**config.mk**
```make
export PLATFORM = sky130hd
export DESIGN_NAME = sample_frame_packer
export DESIGN_NICKNAME = d
export VERILOG_FILES = /design/src/rtl/sample_frame_packer.sv
export SDC_FILE = /design/constraint.sdc
export NUM_CORES = 1
export LEC_CHECK = 0
export ABC_AREA = 1
export CAP_MARGIN = 30
export CELL_PAD_IN_SITES_DETAIL_PLACEMENT = 0
export CELL_PAD_IN_SITES_GLOBAL_PLACEMENT = 1
export CORE_ASPECT_RATIO = 0.5
export CORE_MARGIN = 3
export CORE_UTILIZATION = 44
export DETAILED_ROUTE_END_ITERATION = 10
export PLACE_DENSITY_LB_ADDON = 0.12
export REMOVE_ABC_BUFFERS = 1
export SLEW_MARGIN = 20
export SYNTH_ARGS = -nofsm -noshare
export SYNTH_HDL_FRONTEND = slang
export SYNTH_SLANG_ARGS = --single-unit
export TNS_END_PERCENT = 1
```
**constraint.sdc**
```tcl
create_clock -name clk -period 4.6 [get_ports clk]
set_input_delay 0.92 -clock clk [delete_from_list [all_inputs] [get_ports clk]]
set_output_delay 0.92 -clock clk [all_outputs]
set_load 0.1 [all_outputs]
```
**src/rtl/sample_frame_packer.sv**
```systemverilog
// Buffers 2-bit x/y/t samples in a small FIFO and emits one packed
// {p,t,y,x} frame per rate tick towards the moving-average filter.
module sample_frame_packer #(
    parameter int DEPTH  = 4,
    parameter int RATE_W = 4
) (
    input  logic                   clk,
    input  logic                   rst_n,
    input  logic                   in_valid,
    output logic                   in_ready,
    input  logic [1:0]             in_x,
    input  logic [1:0]             in_y,
    input  logic [1:0]             in_t,
    input  logic [RATE_W-1:0]      rate,
    input  logic                   flush,
    output logic [7:0]             frame_out,
    output logic                   frame_strobe,
    output logic [$clog2(DEPTH):0] level,
    output logic [7:0]             underruns
);

    localparam int PTR_W = $clog2(DEPTH);
    localparam int LVL_W = PTR_W + 1;
    localparam logic [LVL_W-1:0] FULL_LVL = LVL_W'(DEPTH);

    typedef enum logic [1:0] {
        IDLE  = 2'd0,
        RUN   = 2'd1,
        DRAIN = 2'd2
    } state_t;

    state_t state_q, state_d;

    logic [5:0]        mem_q [DEPTH];
    logic [5:0]        mem_d [DEPTH];
    logic [PTR_W-1:0]  wr_ptr_q, wr_ptr_d;
    logic [PTR_W-1:0]  rd_ptr_q, rd_ptr_d;
    logic [LVL_W-1:0]  level_q, level_d;
    logic [RATE_W-1:0] div_q, div_d;
    logic [7:0]        frame_q, frame_d;
    logic              strobe_q, strobe_d;
    logic [7:0]        und_q, und_d;

    logic full;
    logic empty;
    logic push;
    logic tick;
    logic pop;

    assign full  = (level_q == FULL_LVL);
    assign empty = (level_q == '0);

    // Ready comes only from registered occupancy, so a pop cannot free a slot
    // for a push in the same cycle.
    assign in_ready = !full && !flush;
    assign push     = in_valid && in_ready;
    assign tick     = (state_q != IDLE) && (div_q >= rate);
    assign pop      = tick && !empty;

    assign frame_out    = frame_q;
    assign frame_strobe = strobe_q;
    assign level        = level_q;
    assign underruns    = und_q;

    always_comb begin
        mem_d    = mem_q;
        wr_ptr_d = wr_ptr_q;
        rd_ptr_d = rd_ptr_q;
        level_d  = level_q;
        if (push) begin
            mem_d[wr_ptr_q] = {in_t, in_y, in_x};
            wr_ptr_d        = wr_ptr_q + PTR_W'(1);
        end
        if (pop) begin
            rd_ptr_d = rd_ptr_q + PTR_W'(1);
        end
        unique case ({push, pop})
            2'b10:   level_d = level_q + LVL_W'(1);
            2'b01:   level_d = level_q - LVL_W'(1);
            default: level_d = level_q;
        endcase
    end

    always_comb begin
        state_d = state_q;
        unique case (state_q)
            IDLE: begin
                if (!empty) state_d = RUN;
            end
            RUN: begin
                if (flush) state_d = DRAIN;
            end
            DRAIN: begin
                if (tick && empty) state_d = IDLE;
                else if (!flush)   state_d = RUN;
            end
            default: state_d = IDLE;
        endcase
    end

    always_comb begin
        div_d    = '0;
        frame_d  = frame_q;
        strobe_d = 1'b0;
        und_d    = und_q;
        if (state_q != IDLE && !tick) begin
            div_d = div_q + RATE_W'(1);
        end
        unique case (state_q)
            IDLE: begin
                frame_d = 8'h00;
            end
            RUN, DRAIN: begin
                if (pop) begin
                    frame_d  = {2'b11, mem_q[rd_ptr_q]};
                    strobe_d = 1'b1;
                end else if (tick) begin
                    frame_d = 8'h00;
                    if (state_q == RUN && und_q != 8'hFF) begin
                        und_d = und_q + 8'd1;
                    end
                end
            end
            default: frame_d = 8'h00;
        endcase
    end

    always_ff @(posedge clk) begin
        if (rst_n) begin
            state_q <= IDLE;
        end else begin
            state_q <= state_d;
        end
    end

    always_ff @(posedge clk) begin
        if (rst_n) begin
            wr_ptr_q <= '0;
            rd_ptr_q <= '0;
            level_q  <= '0;
            div_q    <= '0;
            frame_q  <= 8'h00;
            strobe_q <= 1'b0;
            und_q    <= 8'h00;
        end else begin
            wr_ptr_q <= wr_ptr_d;
            rd_ptr_q <= rd_ptr_d;
            level_q  <= level_d;
            div_q    <= div_d;
            frame_q  <= frame_d;
            strobe_q <= strobe_d;
            und_q    <= und_d;
        end
    end

    // Sample storage needs no reset; the pointers define what is valid.
    always_ff @(posedge clk) begin
        mem_q <= mem_d;
    end

endmodule

```
==> results of run 1 <==
==> worst max-delay path, cell delays in order <==
cell             delay [ns]
clkdlybuf4s50_1        0.46
inv_1                  0.04
ha_1                   0.30
nand2_1                0.06
clkinv_1               0.04
nand2_1                0.05
nand3_2                0.11
nand3_2                0.15
inv_2                  0.16
ha_1                   0.16
inv_1                  0.06
fa_1                   0.38
a21oi_1                0.15
o21ai_0                0.12
o21ai_0                0.15
a21oi_1                0.05
==> power breakdown <==
group          switching (uW)  internal, uW
sequential               17.3           512
clock                     157           108
combinational             135          66.1
total                     309           686
==> per-layer routing <==
metal / routed length (um) / GRT usage, % / share of wire (%) / vias up
met5: 0 / 0 / 0 / -
met4: 34 / 4.159 / 0.73 / 0
met3: 242 / 4.415 / 5.2 / 7
met2: 2084 / 24.70 / 45 / 29
met1: 2320 / 19.92 / 50 / 853
li1: - / - / - / 959
==> flip-flops by register name (all words and copies together) (netlist names) <==
signal and cells:
frame_strobe 1, frame_out 7, wr_ptr_q 2, rd_ptr_q 2
level 3, state_q 2, mem_q 24, underruns 8
div_q 4
==> how the worst min path moves through the flow <==
stage	slack (ns)	start	endpoint
after CTS	0.48	frame_out[0]	frame_out[0]
after floorplan	0.43	div_q[0]	div_q[0]
final	0.47	frame_out[0]	frame_out[0]
after global placement	0.45	div_q[0]	div_q[0]
after detailed placement	0.46	div_q[0]	div_q[0]
after global routing	0.50	frame_out[5]	frame_out[5]
==> cell families after synthesis <==
| group | Yosys count | synth area share, % |
|---|---|---|
| flip-flops | 53 | 52.95 |
| adder cells (fa/ha/maj) | 17 | 8.961 |
| AO/OA/AOI/OAI | 50 | 11.00 |
| buffers and inverters | 42 | 6.975 |
| XOR/XNOR | 4 | 1.426 |
| AND/OR/NAND/NOR | 104 | 18.69 |
==> stage by stage <==
step | power (uW) | hold WS [ns] | worst slack (ns)
detailed placement | 741.0 | 0.4624 | 1.116
finish | 995.1 | 0.4750 | 1.456
floorplan | 686.4 | 0.4297 | 1.078
CTS | 1005 | 0.4802 | 1.444
global route | 1051 | 0.4988 | 1.253
global placement | 736.9 | 0.4478 | 1.217
==> area by class of cell <==
| class | count | share of cell area, % |
|---|---|---|
| clock buffers | 5 | 2.340 |
| clock inverters | 3 | 0.7234 |
| inverters | 37 | 4.723 |
| multi-input cells | 175 | 33.49 |
| flip-flops and latches | 53 | 44.26 |
| well taps | 70 | 2.979 |
| repair buffers | 34 | 11.49 |
==> cell usage in the layout, fill, tap and decap left out <==
| cell type | count |
|---|---|
| nand2_1 | 44 |
| nor2_1 | 35 |
| inv_1 | 34 |
| clkdlybuf4s50_1 | 33 |
| dfxtp_1 | 29 |
| edfxtp_1 | 24 |
| a21oi_1 | 22 |
| o21ai_0 | 18 |
| ha_1 | 16 |
| nand3_1 | 10 |
| o22ai_1 | 6 |
| clkbuf_8 | 5 |
| nor2_2 | 4 |
| nand4_1 | 3 |
| nand3_2 | 3 |
| inv_2 | 2 |
| nand2_2 | 2 |
| nor3_1 | 2 |
| xor2_1 | 2 |
| o21ai_1 | 2 |
| xnor2_1 | 2 |
| clkinv_1 | 1 |
| nor3_4 | 1 |
| a31oi_2 | 1 |
| a32o_1 | 1 |
| fa_1 | 1 |
| clkinvlp_4 | 1 |
| inv_6 | 1 |
| clkinv_2 | 1 |
| buf_4 | 1 |
==> reports/summary.md, run 1 <==
STA classifies the critical path startpoint as an input port. After layout, the minimum clock period comes to 3.144 ns. Global routing consumed, over all layers together, 15.09% of the routing resources.

The clock arrives with 0.004532 ns of skew. For this block, the initial DRC count from the detailed router was 91. After clock tree synthesis, the setup repair step added 0 buffers. The run gives 5 as the number of clock buffers inserted by TritonCTS. TritonCTS built the clock tree. For the count of unique library cells instantiated by Yosys, the log shows 28.

In this run the worst hold path is classified as flop to flop. Fraction of synthesized cell area taken by the top area cell type: 29.33%. The run finished with clean final reports.

The main flop type after synthesis is dfxtp_1. The final antenna-violating net count was 0; the number of hold violations in the final report was 0. The leakage power of the design was 0.001113 uW; the count of state elements after synthesis was 53.

The routed design has 4682 um of wire. The number of cells traversed by the worst hold path works out to 2. Capture instance of the worst register-to-register path: level[2]. The worst-skew pair later-pin latency is 0.31 ns, and the count of endpoints failing setup in the final report is 0. The number of search-and-repair iterations in the first detailed-routing pass is 4, and the H-tree depth is 2. Cells with a size suffix above 1 make up 7.166% of the layout. In this run the tightest slew margin relative to its limit is 34.96%. Measured on the finished design, the core utilization comes to 57.01%. In the post-synthesis netlist, the biggest area contributors are edfxtp_1, dfxtp_1, ha_1, nand2_1, nor2_1.

Setup repair after global routing left no endpoint under its margin. The detailed router placed 1848 vias in this run. The worst vdd rail ir drop is 174.8 uV. The most critical setup path has its startpoint at rate[3]. For this run, the top clock speed supported by timing is 0.3180 GHz. After routing, the total negative slack on setup checks comes to 0 ns.

The filler-free cell count of the finished design came out at 377. The post-layout net count was 337; the average cell area after synthesis was 9.101 um2. The via count of the first global-routing pass was 1739; the total cell area at the placement stage was 2850 um2. After clock tree synthesis, the repair step resized 0 gates. The tool flagged a number of max-cap violations equal to 0. For the number of warnings reported in the yosys synthesis log, the log shows 0. After detailed routing, the average wire length per cell comes to 12.42 um.

Number of enable-type register cells in the synthesized netlist: 24. The die covers 6572 um2. For the number of antenna violations at the first check in global routing, the log shows 0. The worst flop-to-flop path startpoint was div_q[0]. The clock transition at the registers of the reported paths came out at 0.10 ns. The sequential cells in the finished layout cover a total of 1301 um2. The clock passes through at most 2 buffers. STA puts the critical path data required time at 4.80 ns.

Measured in cells, the most critical reg-to-reg path has a length of 13. After routing the design area is 2940 um2. The area growth from synthesis to layout is 19.65%. Counting flops with an async set or reset pin after synthesis yields a share of 0%. The post-synthesis instance area came out at 2457 um2.

For the core outline area, the log shows 5157 um2. Among all cell types in the netlist, the one instantiated most often is nand2_1. In this run the count of I/O pins placed on the die edge is 35. The post-synthesis sequential area ratio is 52.95%, and the critical-path maximum fanout is 8. Entering global routing, the biggest net connects 18 pins.

CTS placed an instance of clkbuf_8 at the clock tree root. Final global-route overflow total: 0. The worst register-to-register path has a setup slack of 2.16 ns.

Once the floorplan was initialized, standard cells occupied 47.65% of the core. The measured slew at the worst slew-check pin is 0.9725 ns, and the synthesized netlist cell count is 270. The number of vias per cell was 4.902. After synthesis, the most frequently instantiated cells are nand2_1, nor2_1, inv_1, dfxtp_1, edfxtp_1.

The floorplan has 18 rows. The area of combinational cells with multiple inputs was 984.7 um2. At the end of routability-driven placement, the weighted congestion stood at 0.7410. The largest total area in the synthesized netlist belongs to edfxtp_1. In this run the horizontal extent of the chip is 111.7 um. The endpoint of the worst setup timing path was level[2]. The antenna diode count was 0; the floorplan die height was 58.85 um.

Port buffering added 34 buffers. Detailed-placement wirelength estimate: 3423 um. The power density over the cells came out at 338.4 nW/um2.

The first global-routing pass estimated 7838 um of wire. The worst path uses 68.36% of the clock period. By startpoint and endpoint, the worst setup path is classified as input port to flop. Data on the critical path arrives at its endpoint at 3.34 ns. The run gives 369 as the total instance count after detailed placement. STA classifies the critical path endpoint as a flop. The clock net in this run drives a total of 53 sinks. For this run, design rule violations remaining after detail routing come to 0.

The final count of pins violating max slew was 0; the final-layout fill cell count was 474. Number of hold buffers added after CTS: 0.
Note: power is estimated with default switching activity, not from simulation.
==> inputs of run 2 (changes only) <==
--- a/config.mk
+++ b/config.mk
@@ -11,7 +11,7 @@
 export CELL_PAD_IN_SITES_GLOBAL_PLACEMENT = 1
 export CORE_ASPECT_RATIO = 0.5
 export CORE_MARGIN = 3
-export CORE_UTILIZATION = 44
+export CORE_UTILIZATION = 37
 export DETAILED_ROUTE_END_ITERATION = 10
 export PLACE_DENSITY_LB_ADDON = 0.12
 export REMOVE_ABC_BUFFERS = 1
==> constraint.sdc (replaced) <==
create_clock -name clk -period 2.58 [get_ports clk]
set_input_delay 0.516 -clock clk [delete_from_list [all_inputs] [get_ports clk]]
set_output_delay 0.516 -clock clk [all_outputs]
set_load 0.1 [all_outputs]
==> run 2 against run 1 <==
  * Hold slack got worse by 0.0085 ns
  * Via count up 1.3%
  * Non-clock buffer count up 14
  * Clock power grew to 2.5 times the previous value
  * Clock skew barely moved
  * Highest routed layer unchanged
  * Cell count is 8.5% higher
  * Count of clock-buffer cells in the layout up 1
  * Critical path type unchanged
  * Total power increased by 99%
==> reports/summary.md, run 2 (synthesis gave the netlist of run 1 again) <==
From synthesis to final layout, the design area changed by 26.63%. The max capacitance violation total is 0 (unchanged), and the clock tree skew after final layout is 0.004621 ns (+0.00008904 ns). The antenna diode count is 0 (unchanged).

The core outline area was 6256 um2 (+21%). The depth of the worst register-to-register path came out at 12 (-1). The tools report the routability congestion estimate from global placement as 0.8009 (+8.1%).

The largest delay contributor family on the critical path is adder cells. The number of flip-flops in the largest register is 24 (unchanged), and the maximum buffer depth of the clock tree is 2 (unchanged). The tools report the number of hold violations in the final report as 0 (unchanged). The starting utilization of the core area is 39.28% (-8.4 points), and the pin count of the biggest net entering global routing is 17 (-1). For the number of vias in the routed layout, the log shows 1872 (+1.3%). The number of port buffers works out to 34 (unchanged).

The slowest stage cell on the critical path is clkdlybuf4s50_1. In the layout the commonest cells are nand2_1, nor2_1, inv_1, buf_4, dfxtp_1. The quantity of gates resized following cts was 0 (unchanged); the worst-skew pair later-pin latency was 0.29 ns (-0.02 ns). The site row count was 20 (+2). The largest incremental delay on the critical path was 0.45 ns (about the same).

The tools report the startpoint of the tightest hold check path as div_q[0]. The number of cells traversed by the worst hold path was 1 (-1); the proportion of power drawn by flip-flops and latches was 47.7% (-5.5 points). The logs give 4 (unchanged) for the number of search-and-repair iterations in the first detailed-routing pass and 0 (unchanged) for the count of endpoints failing setup in the final report. The logs give 0 ns (unchanged) for the final setup TNS and 0.4176 GHz for the maximum clock frequency. The tightest hold margin was 0.4664 ns (-0.008520 ns); the chip width was 121.3 um (+8.6%).

The share of layout cells above drive strength 1 is 18.07% (+11 points), and the number of antenna violations at the first check in global routing is 0 (unchanged). The worst path in the final design needs a cycle of 2.395 ns, including I/O delays and setup. The number of cells on the critical path is 14 (-2). The run gives 110 (+21%) as the number of DRC markers in iteration 0. The run gives 1785 (+2.6%) as the via count of the first global-routing pass. The run gives 2.76 ns (-2.04 ns) as the required time of the critical path. For the data arrival time of the critical path, the log shows 2.58 ns (-0.76 ns).

The number of vias per cell came out at 4.577 (-6.6%). STA classifies the critical path endpoint as a flop. The tools report the area of the die as 7715 um2 (+17%).

The clock transition at the registers of the reported paths is 0.07 ns (-0.03 ns). The flow ran to the end, and the final reports show no timing, DRC or antenna violations. DRC violation count after routing: 0 (unchanged). Ranked by flip-flop count, first place goes to mem_q. The global-route wire length before repair came out at 8342 um (+6.4%). TritonCTS built the clock tree. The portion of total power attributed to combinational logic is 18.9% (-1.3 points), and the sum of buffers and inverters on the critical path is 4 (-1).

The tools report the total global routing track utilization as 13.88% (-1.2 points). The final count of pins violating max slew was 0 (unchanged). The run gives 3671 um (+7.2%) as the detailed-placement wirelength estimate. The tools report the total wire length after detailed routing as 4885 um (+4.3%). The average wire length per cell after detail routing came out at 11.94 um (-3.8%).

The library cell used most frequently in the layout, excluding fill and tap cells, is nand2_1. The floorplan die height works out to 63.63 um (+8.1%). The share of total power consumed by net switching was 29.10% (-2.0 points). The final global-route overflow total is 0 (unchanged), and the measured slew at the worst slew-check pin is 0.4709 ns (-0.5016 ns).

The run gives 53 (unchanged) as the number of clock sinks. The run gives 0 (unchanged) as the number of hold buffers added after CTS. The number of clock buffers inserted by TritonCTS is 5 (unchanged), and the H-tree depth is 2 (unchanged). Type of origin of the critical path: an input port. The I/O pin count is 35 (unchanged), and the critical-path maximum fanout is 2 (-6).

The power density over the cells is 637.1 nW/um2 (+88%). The tools report the root buffer cell as clkbuf_16. The post-layout net count came out at 351 (+4.2%). The tools report the final antenna-violating net count as 0 (unchanged). Setup repair after global routing left no endpoint under its margin.

The classification of the worst setup path is input port to flop. The power spent charging and discharging nets was 576.8 uW (+87%); the leakage power of the design was 0.001246 uW (+12%). Traced cell by cell, the critical path runs through clkdlybuf4s50_1 > inv_1 > ha_4 > nand4_1 > nand3_2 > nand3_2 > inv_2 > ha_1 > inv_1 > fa_2 > a21oi_1 > o21ai_1 > o21ai_1 > a21oi_1. In this run the worst setup path begins at rate[1]. The internal power summed over all cells was 1406 uW (+100%). The worst vdd rail ir drop was 297.2 uV (+70%); the final design utilization was 49.74% (-7.3 points).

Part of the total power dissipated in the clock network: 33.4% (+6.8 points). For the headroom to the max-slew limit, the log shows 68.56% (+34 points). The worst hold path class was flop to flop. For the total setup buffers inserted after CTS, the log shows 0 (unchanged). The worst register-to-register path begins at state_q[0]. The run gives 1982 uW (+99%) as the total power after layout. The share of the cycle needed by the critical path after routing came out at 92.82%.
[run 2: cell count changes in the layout (fill, tap and decap cells not counted), moves of 2 or more]
| cell | previous run | this run |
|---|---|---|
| buf_4 | 1 | 34 |
| clkbuf_16 | 0 | 5 |
| clkbuf_8 | 5 | 0 |
| clkdlybuf4s50_1 | 33 | 13 |
| ha_1 | 16 | 14 |
| ha_4 | 0 | 2 |
| o21ai_0 | 18 | 16 |
| o21ai_1 | 2 | 4 |
[run 2: layout make-up]
type | instances | area, um2
well taps | 88 | 110.1
inverters | 37 | 138.9
repair buffers | 48 | 405.4
clock buffers | 6 | 128.9
clock inverters | 2 | 15.01
flip-flops and latches | 53 | 1301
fillers | 607 | 3144
multi-input cells | 175 | 1012
[run 2: stage by stage]
step | setup slack (ns) | cells | cell area (um2)
after floorplan | -0.9420 | 265 | 2425
after global placement | -0.1850 | 401 | 2940
after detailed placement | -0.2495 | 401 | 2940
after CTS | 0.06158 | 409 | 3084
after global routing | 0.02634 | 409 | 3112
final | 0.1852 | 409 | 3112
[run 2: worst register-to-register path, stage by stage, from the launching register on]
cell	delay, ns
dfxtp_1	0.40
inv_1	0.10
ha_1	0.22
inv_1	0.16
nand3_2	0.12
inv_2	0.07
ha_1	0.13
inv_1	0.06
fa_2	0.33
a21oi_1	0.14
o21ai_1	0.09
o21ai_1	0.12
a21oi_1	0.05
[run 2: routing by layer]
metal	share of wire (%)	vias up	routed length, um	global-route usage (%)
met1	51	847	2468	18.45
met4	1.4	0	70	5.028
met2	44	23	2143	21.49
met5	0	-	0	0
met3	4.2	6	203	4.126
li1	-	996	-	-
[run 2: power groups by stage]
stage / logic, uW / clock network, uW / registers (uW)
2_1_floorplan: 226 / 0 / 997
3_3_place_gp: 373 / 0 / 964
3_5_place_dp: 374 / 0 / 964
4_1_cts: 376 / 677 / 945
5_1_grt: 428 / 716 / 951
6_report: 375 / 663 / 945
[run 2: path summary, 6_finish.rpt]
kind,end,slack [ns]
worst max-delay path,level[2],0.19
worst min-delay path,div_q[0],0.47
worst max register to register,level[2],0.49
worst min register to register,div_q[0],0.47
==> patch (settings of run 1) <==
Re-encode `state_t` (3 states) as one-hot, 3 bits wide.
--- a/src/rtl/sample_frame_packer.sv
+++ b/src/rtl/sample_frame_packer.sv
@@ -24,8 +24,8 @@
     localparam logic [LVL_W-1:0] FULL_LVL = LVL_W'(DEPTH);
 
-    typedef enum logic [1:0] {
-        IDLE  = 2'd0,
-        RUN   = 2'd1,
-        DRAIN = 2'd2
+    typedef enum logic [2:0] {
+        IDLE  = 3'b001,
+        RUN   = 3'b010,
+        DRAIN = 3'b100
     } state_t;
 
Function: no difference found for any inputs over 4 cycles, from zero or initial values and one cycle with rst_n high; so few cycles prove little.
==> patch against run 1 <==
  * Combinational power about the same
  * Register-to-register slack worse by 0.11 ns
  * Sequential cell count up 1
  * Final area up 0.81%
  * Worst setup slack worse by 0.16 ns
  * Wire length down 1.5%
  * Total power up 6.4%
  * Area after synthesis down 0.31%
  * Clock power up 19%
  * Critical endpoint unchanged
  * Largest power group unchanged
==> patch: results (changes against run 1) <==
[run_status]
status=complete, no violations  ; unchanged

[cells_and_area]
final-nonclk-buf-share=0.114  ; was 0.115
fin_nets=328  ; was 337
final_core_util=0.577  ; was 0.570
seq_cells=54  ; was 53
multi_input_cells=170  ; was 175
instances_no_fill=373  ; was 377
n_fill_cell=485  ; was 474
clock_buffers=6  ; was 5
regArea_mm2=0.00132  ; was 0.00130 mm²
layout-drive-gt1-share=0.0528  ; was 0.0717
multi_input_area_share=0.326  ; was 0.335
clkCellAreaFrac=0.0376  ; was 0.0306

[sta]
hold_ws_ns=0.474  ; was 0.475 ns
fmaxAchievable_ghz=0.302  ; was 0.318 GHz
fin_skew_ns=0.0103  ; was 0.00453 ns

[grt]
grt_pass1_wl_mm=7.79  ; was 7.84 mm
grt_pass1_vias=1693  ; was 1739
met1_usage=0.182  ; was 0.199
grt_usage=0.150  ; was 0.151

[detailed_routing]
vias_per_cell=4.84  ; was 4.90
wl_mm=4.61  ; was 4.68 mm
wl_met3_um=167  ; was 242 µm

[pwr]
p_sw_w=0.000305  ; was 0.000309 W
seqPwrFrac=0.511  ; was 0.532
max-vdd-ir-drop_mv=0.212  ; was 0.175 mV
powerClk_w=0.000316  ; was 0.000265 W

[place]
place_area_mm2=0.00285  ; about the same

[logic_synthesis]
synthTopCellsByCount=nand2_1, inv_1, nor2_1  ; was nand2_1, nor2_1, inv_1
synth_cells=266  ; was 270

[worst_setup_path]
cp_max_fo=10  ; was 8

-- patch: cell count changes in the layout (fill, tap and decap cells not counted), moves of 3 or more --
cell	before	now
ha_1	16	11
xor2_1	2	7
nor2_1	35	31
nor2_2	4	1
nand3_2	3	0
-- patch: worst max path at each step --
stage                          start                     to  cells after the start
2_1_floorplan  level[1]$_SDFFE_PP0P_  level[1]$_SDFFE_PP0P_                      7
3_3_place_gp                 rate[3]  level[2]$_SDFFE_PP0P_                     16
3_5_place_dp                 rate[3]  level[2]$_SDFFE_PP0P_                     16
4_1_cts                      rate[2]  level[2]$_SDFFE_PP0P_                     16
5_1_grt                      rate[3]  level[2]$_SDFFE_PP0P_                     16
6_report                     rate[3]  level[2]$_SDFFE_PP0P_                     16
-- patch: kinds of logic after synthesis --
logic type | after synthesis | share of synthesized area
xor+xnor | 9 | 0.0322
fa+ha+maj | 12 | 0.0644
compound gates | 51 | 0.112
buf+inv | 42 | 0.0659
flops | 54 | 0.539
simple gates | 98 | 0.186
